$ cat config.mk
export PLATFORM = sky130hd
export DESIGN_NAME = calc_op_sequencer
export DESIGN_NICKNAME = d
export VERILOG_FILES = /design/src/rtl/calc_pkg.sv /design/src/rtl/btn_edge.sv /design/src/rtl/calc_op_sequencer.sv
export SDC_FILE = /design/constraint.sdc
export NUM_CORES = 1
export LEC_CHECK = 0
export ABC_AREA = 1
export BUFFER_PORTS_ARGS = -buffer_cell sky130_fd_sc_hd__buf_2
export CAP_MARGIN = 40
export CORE_ASPECT_RATIO = 1.1
export CORE_UTILIZATION = 29
export DETAILED_ROUTE_END_ITERATION = 10
export MAX_ROUTING_LAYER = met4
export PLACE_DENSITY_LB_ADDON = 0.15
export SYNTH_ARGS = -nofsm -noshare
export SYNTH_HDL_FRONTEND = slang
export SYNTH_SLANG_ARGS = --single-unit
$ cat constraint.sdc
create_clock -name clk -period 4.7 [get_ports clk]
set_input_delay 0.94 -clock clk [delete_from_list [all_inputs] [get_ports clk]]
set_output_delay 0.94 -clock clk [all_outputs]
set_load 0.05 [all_outputs]
$ cat src/rtl/calc_pkg.sv
// Shared types and constants for the calculator operation sequencer.
package calc_pkg;

  localparam int DATA_W_DEF = 32;

  typedef enum logic [2:0] {
    IDLE,
    PUSH_SW,
    POP1,
    POP2,
    EXEC,
    CAPTURE,
    PUSH_RES,
    RESTORE
  } state_t;

  localparam logic [1:0] ERR_NONE  = 2'b00;
  localparam logic [1:0] ERR_UNDER = 2'b01;
  localparam logic [1:0] ERR_FULL  = 2'b10;
  localparam logic [1:0] ERR_OVF   = 2'b11;

endpackage

$ cat src/rtl/btn_edge.sv
// Rising-edge detector: the previous level is registered, the event pulse is
// high for the single cycle in which a bit first reads 1.
module btn_edge #(
  parameter int W = 5
) (
  input  logic         clk,
  input  logic         rst,
  input  logic [W-1:0] lvl,
  output logic [W-1:0] rise
);

  logic [W-1:0] lvl_q;

  always_ff @(posedge clk) begin
    if (!rst) lvl_q <= '0;
    else      lvl_q <= lvl;
  end

  assign rise = lvl & ~lvl_q;

endmodule

$ cat src/rtl/calc_op_sequencer.sv
// Calculator operation sequencer: turns button events into push / pop-pop-ALU-push
// transactions against the stack/queue memory. Optional build macro: OVF_TRAP_EN.
module calc_op_sequencer
  import calc_pkg::*;
#(
  parameter int DATA_W = DATA_W_DEF,
  parameter int SW_W   = 16,
  parameter int OP_W   = 4
) (
  input  logic              clk,
  input  logic              rst,
  input  logic [4:0]        btn_db,
  input  logic [SW_W-1:0]   switches,
  input  logic              stack_queue,
  input  logic              mem_empty,
  input  logic              mem_full,
  output logic              mem_push,
  output logic              mem_pop,
  output logic [DATA_W-1:0] mem_wdata,
  input  logic [DATA_W-1:0] mem_rdata,
  input  logic              mem_ack,
  output logic [DATA_W-1:0] alu_a,
  output logic [DATA_W-1:0] alu_b,
  output logic [OP_W-1:0]   alu_op,
  input  logic [DATA_W-1:0] alu_y,
  input  logic              alu_ovf,
  output logic              busy,
  output logic [1:0]        err_code,
  output logic [DATA_W-1:0] disp_value
);

  state_t            state, state_nxt;
  logic [4:0]        btn_rise;
  logic              enter_evt, op_evt;
  logic              mode_stack;
  logic              pop2_go;
  logic [DATA_W-1:0] op1, op2;
  logic [DATA_W-1:0] sw_ext;

  btn_edge #(.W(5)) u_btn_edge (
    .clk  (clk),
    .rst  (rst),
    .lvl  (btn_db),
    .rise (btn_rise)
  );

  assign enter_evt = btn_rise[0];
  assign op_evt    = |btn_rise[4:1];
  assign sw_ext    = {{(DATA_W-SW_W){1'b0}}, switches};

`ifndef OVF_TRAP_EN
  logic unused_ovf;
  assign unused_ovf = alu_ovf;
`endif

  always_ff @(posedge clk) begin
    if (!rst) state <= IDLE;
    else      state <= state_nxt;
  end

  // POP2 spends its first cycle looking at mem_empty; pop2_go marks that the
  // second pop has been committed so the request cannot drop mid-handshake.
  always_comb begin
    state_nxt = state;
    mem_push  = 1'b0;
    mem_pop   = 1'b0;
    busy      = (state != IDLE);
    case (state)
      IDLE: begin
        if (enter_evt) begin
          if (!mem_full) state_nxt = PUSH_SW;
        end else if (op_evt && !mem_empty) begin
          state_nxt = POP1;
        end
      end
      PUSH_SW: begin
        mem_push = 1'b1;
        if (mem_ack) state_nxt = IDLE;
      end
      POP1: begin
        mem_pop = 1'b1;
        if (mem_ack) state_nxt = POP2;
      end
      POP2: begin
        if (!pop2_go) begin
          if (mem_empty) state_nxt = RESTORE;
        end else begin
          mem_pop = 1'b1;
          if (mem_ack) state_nxt = EXEC;
        end
      end
      EXEC:    state_nxt = CAPTURE;
      CAPTURE: begin
`ifdef OVF_TRAP_EN
        state_nxt = alu_ovf ? IDLE : PUSH_RES;
`else
        state_nxt = PUSH_RES;
`endif
      end
      PUSH_RES: begin
        mem_push = 1'b1;
        if (mem_ack) state_nxt = IDLE;
      end
      RESTORE: begin
        mem_push = 1'b1;
        if (mem_ack) state_nxt = IDLE;
      end
      default: state_nxt = IDLE;
    endcase
  end

  // mem_wdata doubles as the result register: CAPTURE loads alu_y straight into it.
  always_ff @(posedge clk) begin
    if (!rst) begin
      alu_a      <= '0;
      alu_b      <= '0;
      alu_op     <= '0;
      disp_value <= '0;
      mem_wdata  <= '0;
      err_code   <= ERR_NONE;
      mode_stack <= 1'b0;
      pop2_go    <= 1'b0;
    end else begin
      pop2_go <= (state == POP2) && (pop2_go || !mem_empty);
      case (state)
        IDLE: begin
          if (enter_evt) begin
            if (mem_full) begin
              err_code <= ERR_FULL;
            end else begin
              err_code   <= ERR_NONE;
              mode_stack <= stack_queue;
              mem_wdata  <= sw_ext;
            end
          end else if (op_evt) begin
            if (mem_empty) begin
              err_code <= ERR_UNDER;
            end else begin
              err_code   <= ERR_NONE;
              mode_stack <= stack_queue;
              alu_op     <= btn_db[OP_W:1];
            end
          end
        end
        PUSH_SW, PUSH_RES: begin
          if (mem_ack) disp_value <= mem_wdata;
        end
        POP2: begin
          if (!pop2_go && mem_empty) mem_wdata <= op1;
        end
        EXEC: begin
          // Stack: the deeper word (second pop) is A. Queue: the older word is A.
          if (mode_stack) begin
            alu_a <= op2;
            alu_b <= op1;
          end else begin
            alu_a <= op1;
            alu_b <= op2;
          end
        end
        CAPTURE: begin
`ifdef OVF_TRAP_EN
          if (alu_ovf) err_code  <= ERR_OVF;
          else         mem_wdata <= alu_y;
`else
          mem_wdata <= alu_y;
`endif
        end
        RESTORE: begin
          if (mem_ack) err_code <= ERR_UNDER;
        end
        default: ;
      endcase
    end
  end

  always_ff @(posedge clk) begin
    if (state == POP1 && mem_ack)            op1 <= mem_rdata;
    if (state == POP2 && pop2_go && mem_ack) op2 <= mem_rdata;
  end

endmodule

==> results of run 1 <==
layout make-up:
type	instances	share of cell area (%)
Sequential cell	208	45.6
Tap cell	363	4.31
Antenna cell	5	0.119
Clock inverter	9	0.903
Multi-Input combinational cell	667	28.8
Inverter	43	1.53
Timing Repair Buffer	238	12.0
Clock buffer	35	6.78
sequential cells by signal (all words and copies together) (netlist names):
register	cells
alu_a	32
alu_b	32
disp_value	32
mem_wdata	32
op1	32
op2	32
u_btn_edge.lvl_q	5
alu_op	4
state	3
err_code	2
mode_stack	1
pop2_go	1
metrics by stage:
step | cell area [um^2] | instances | power [mW]
after global routing | 10500 | 1567 | 8.07
after CTS | 10500 | 1563 | 7.71
after floorplan | 8270 | 984 | 4.97
after global placement | 9690 | 1518 | 5.74
final | 10500 | 1568 | 7.62
after detailed placement | 9710 | 1519 | 5.76
placed cells by master (no fill, tap or decap), types with 6 or more instances in the layout:
master,netlist,routed
a21oi_1,42,42
a31oi_1,64,64
buf_2,19,226
buf_4,7,9
clkbuf_1,38,6
clkbuf_16,0,26
dfxtp_1,144,143
edfxtp_1,64,64
inv_1,41,40
nand2_1,313,313
nand3_1,23,23
nand3b_1,18,18
nor2_1,97,95
o21ai_0,100,100
per-layer routing:
layer	part of all wire [%]	vias up	track usage, %
met5	0	-	-
met4	2.1	0	5.14
met3	6.0	39	3.35
met2	42	181	24.5
met1	50	3253	24.1
li1	-	3673	-
power groups by stage:
stage / Sequential (mW) / Combinational (mW) / Clock, mW
after floorplan: 3.69 / 1.28 / 0
after global placement: 2.53 / 3.21 / 0
after detailed placement: 2.53 / 3.23 / 0
after CTS: 2.50 / 3.24 / 1.97
after global routing: 2.55 / 3.49 / 2.03
final: 2.50 / 3.20 / 1.91
logic make-up after synthesis:
| kind of cell | share of synthesized area, % |
|---|---|
| flops | 58.1 |
| compound gates | 13.9 |
| simple gates | 22.4 |
| buf+inv | 5.64 |
worst min-delay path: stages, from the launching register on:
cell and delay (ps):
dfxtp_1 310, nand2_1 60, a21oi_1 50
final timing paths:
path	startpoint	endpoint	slack, ps
min	alu_op[3]	alu_op[3]	460
min reg2reg	alu_op[3]	alu_op[3]	460
max	state[2]	mem_wdata[6]	1800
max reg2reg	state[2]	mem_wdata[6]	1800
==> metrics.txt, run 1 <==
FFs w/ async S/R, synth=0%; Distinct cells, synth=26; number of global-route vias before repair=6468; core area=27900 um^2; number of synthesized flops with an enable pin=64; net count after synthesis=1076; Max FO, Critical Path=34; Top FF cell, synth=dfxtp_1; fillers=2936; Peak supply drop=0.000375 V; Hold Path Class=register to register; first-pass GRT wire length=37500 um; Pleak=4.86 nW; Setup WS post-layout=1800 ps; clock-pin slew on the worst setup and hold paths=60 ps; CTS tree=done; Largest stage delay, worst path=660 ps; Register Area=4810 um^2; Top delay family on crit path=simple AND/OR/NAND/NOR gates; Nets=1274; startpoint types=register; Crit. path cell count=8; Post-CTS Hold Buffers=0; Detailed Routing Iterations Pass 1=5; clock buffer depth=3; cell taking the most area after synthesis=dfxtp_1; Via density=4.56; worst skew pair latency=520 ps; clock skew=18.5 ps; logic gate share of total power=42.0%; initial antenna violation count=4; Slew @ Worst Pin=852 ps; hold path depth=2; sequential area share after synthesis=58.1%; number of hold violations in the final report=0; Max Clk Rate=345 MHz; Setup Buffers After CTS=0; Yosys top cell area share=34.9%; Area Growth Syn to Fin=27.4%; RSZ-0062 raised after global routing=false; Worst Setup Path Type=register to register; cells after synthesis=984; drt total wl=25100 um; pin count of the biggest net entering global routing=97; count leader, synth=nand2_1; Mapped Area=8270 um^2; final setup violating endpoints=0; top cells by count, synth=nand2_1, dfxtp_1, o21ai_0; # IOs=229; Int Power=4.16 mW; Final Wtd Congestion=0.842; endpoint class of the critical path=register; multi-input combinational cell area=3030 um^2; Crit-path slowest cell=nor2_4; DIE HEIGHT=179 um; fin crit share=61.7%; gr usage total=17.1%; Max Cap Viol=0; Die Width=163 um; status=complete, no violations; # rows=64; per-cell routed wire length=16.0 um; die area=29200 um^2; minimum clock period=2900 ps; violation count after the first detailed-route iteration=442; Req. time, crit path=5100 ps; fin. max-slew vios=0; H-tree depth=1; Synthesis Warnings=0; clock sinks=208; synth top area cells=dfxtp_1, edfxtp_1, nand2_1, o21ai_0, a31oi_1; sequential share of power=32.9%; CTS resizes=0; Mean Syn Cell Area=8.40 um^2; PortBufs=227; WHS=458 ps; via count=7146; starting density of the core=29.6%; Final TNS setup=0 ps; P_sw=3.46 mW; crit path buf inv count=1; Slew Limit Headroom=43.2%; Sw Share=45.4%; clock power share=25.1%; #FFs+latches synth=208; Routed Antenna Nets=0; share of layout cells above drive strength 1=24.0%; Register-to-Register Path Depth=8; global route overflow=0; DRC Markers=0; pwr dens=723 nW/um^2; clock root cell=clkbuf_16; TritonCTS buffer count=24; worst-path cell chain=nand2_1, nor2_4, nor2_4, o31ai_4, buf_4, nand2_2, nor2_1, nor2_1; fin util=37.7%; worst slack at placement=1750 ps; Final HPWL DP=16600 um; critical path arrival=3300 ps
Note: power is estimated with default switching activity, not from simulation.
==> inputs of run 2 (changes only) <==
==> constraint.sdc (replaced) <==
create_clock -name clk -period 2.6 [get_ports clk]
set_input_delay 0.52 -clock clk [delete_from_list [all_inputs] [get_ports clk]]
set_output_delay 0.52 -clock clk [all_outputs]
set_load 0.05 [all_outputs]
==> run 2 against run 1 <==
Compared with the run above:
- design area rose by 0.58%
- die area did not move
- setup slack got worse by 1500 ps
- largest cell class unchanged
- highest routed layer unchanged
- power rose by 82%
- sequential power rose by 81%
- critical path type is now register to output pin
- first-iteration DRC count rose by 15%
- wire length barely moved
- clock power rose by 83%
==> metrics.txt, run 2 (synthesis results as in run 1) <==
r2r setup slk=520 ps (-1280 ps); drt total wl=25100 um (about the same); Sw Share=45.1% (-0.30 points); logic gate share of total power=42.0% (about the same); DIE HEIGHT=179 um (unchanged); r2r startpoint=state[2]; CTS tree=done; minimum clock period=2260 ps; Pleak=4.91 nW (+1.1%); worst-path cell chain=clkinv_1, o21ai_0, inv_1, buf_2; crit path buf inv count=3 (+2); Worst Setup SP=state[0]; TritonCTS buffer count=25 (+4.2%); Final TNS setup=0 ps (unchanged); Largest stage delay, worst path=440 ps (-220 ps); per-cell routed wire length=16.0 um (-0.11%); Slew @ Worst Pin=719 ps (-133 ps); commonest non-fill, non-tap cell in the layout=nand2_1; worst slack at placement=519 ps (-1230 ps); core area=27900 um^2 (unchanged); global route overflow=0 (unchanged); worst skew pair latency=510 ps (about the same); P_sw=6.24 mW (+80%); critical path arrival=1740 ps (-1560 ps); Peak supply drop=0.000666 V (+77%); pwr dens=1310 nW/um^2 (+81%); H-tree depth=1 (unchanged); Setup WS post-layout=342 ps (-1460 ps); number of global-route vias before repair=6576 (+1.7%); Post-CTS Hold Buffers=0 (unchanged); clock-pin slew on the worst setup and hold paths=60 ps (about the same); # IOs=229 (unchanged); Final HPWL DP=16900 um (+1.6%); Hold Path Class=input port to register; Area Growth Syn to Fin=28.1%; CTS resizes=0 (unchanged); Max Cap Viol=0 (unchanged); Top delay family on crit path=buffers and inverters; Die Width=163 um (unchanged); Register-to-Register Path Depth=7 (-1); DRC Markers=0 (unchanged); initial antenna violation count=2 (-2); Routed Antenna Nets=0 (unchanged); Setup Buffers After CTS=0 (unchanged); RSZ-0062 raised after global routing=false; fin. max-slew vios=0 (unchanged); endpoint class of the critical path=output pin; clock root cell=clkbuf_16; Nets=1278 (+0.31%); first-pass GRT wire length=37900 um (+1.2%); violation count after the first detailed-route iteration=510 (+15%); Max Clk Rate=443 MHz; Int Power=7.60 mW (+83%); via count=7200 (+0.76%); die area=29200 um^2 (unchanged); clock sinks=208 (unchanged); pin count of the biggest net entering global routing=81 (-16%); final setup violating endpoints=0 (unchanged); clock power share=25.2% (about the same); clock buffer depth=3 (unchanged); clock skew=9.29 ps (-9.16 ps); share of layout cells above drive strength 1=24.5% (+0.50 points); gr usage total=17.3% (+0.16 points); Worst Setup EP=mem_pop; Max FO, Critical Path=5 (-85%); sequential share of power=32.8% (about the same); Via density=4.59 (+0.69%); # rows=64 (unchanged); startpoint types=register; PortBufs=227 (unchanged); fin crit share=86.8%; Crit. path cell count=4 (-4); Final Wtd Congestion=0.853 (+1.3%); Detailed Routing Iterations Pass 1=5 (unchanged); status=complete, no violations; Worst Setup Path Type=register to output pin; most frequent cells in the layout=nand2_1, buf_2, dfxtp_1; starting density of the core=29.6% (unchanged); number of hold violations in the final report=0 (unchanged); Slew Limit Headroom=52.1% (+8.9 points); Crit-path slowest cell=dfxtp_1; reg2reg end=mem_wdata[8]; Req. time, crit path=2080 ps (-3020 ps)
-- run 2: cell count changes in the layout (fill, tap and decap cells not counted), moves of 2 or more --
cell,previous run,this run
clkbuf_8,3,6
diode_2,5,2
buf_4,9,11
clkinv_1,3,1
clkinv_2,4,6
-- run 2: how the worst min path moves through the flow --
stage / startpoint / end / slack [ps] / cells past startpoint
after floorplan: op2[24] / alu_b[24] / 540 / 2
after global placement: alu_op[1] / alu_op[1] / 450 / 2
after detailed placement: alu_op[1] / alu_op[1] / 450 / 2
after CTS: mem_rdata[29] / op2[29] / 160 / 1
after global routing: mem_rdata[29] / op1[29] / 170 / 1
final: mem_rdata[29] / op1[29] / 190 / 1
-- run 2: cell type report --
class | count | area (um^2)
timing repair buffer | 241 | 1290
tap | 363 | 454
clock buffer | 38 | 777
antenna | 2 | 5.00
sequential | 208 | 4810
fill | 2913 | 17400
inverter | 43 | 161
multi-input combinational | 667 | 3040
clock inverter | 7 | 60.1
-- run 2: power groups by stage --
stage / Sequential [mW] / Combinational, mW / Clock (mW)
6_report: 4.53 / 5.81 / 3.49
5_1_grt: 4.63 / 6.33 / 3.73
4_1_cts: 4.54 / 5.88 / 3.61
3_5_place_dp: 4.59 / 5.86 / 0
3_3_place_gp: 4.60 / 5.84 / 0
2_1_floorplan: 6.67 / 2.32 / 0
-- run 2: routing by layer --
layer | vias up | wire [um] | global-route usage, %
met5 | - | 0 | -
met4 | 0 | 361 | 4.13
met3 | 26 | 1590 | 3.45
met2 | 211 | 11000 | 26.1
li1 | 3677 | - | -
met1 | 3286 | 12100 | 23.6
-- run 2: stage by stage --
| step | power, mW | hold slack [ps] | utilization, % | std cells | cell area [um^2] |
|---|---|---|---|---|---|
| after CTS | 14.0 | 165 | 37.9 | 1567 | 10600 |
| after global placement | 10.4 | 451 | 34.9 | 1522 | 9750 |
| after global routing | 14.7 | 167 | 37.9 | 1569 | 10600 |
| after floorplan | 8.98 | 537 | - | 984 | 8280 |
| final | 13.8 | 192 | 37.9 | 1569 | 10600 |
| after detailed placement | 10.5 | 451 | 34.9 | 1522 | 9750 |
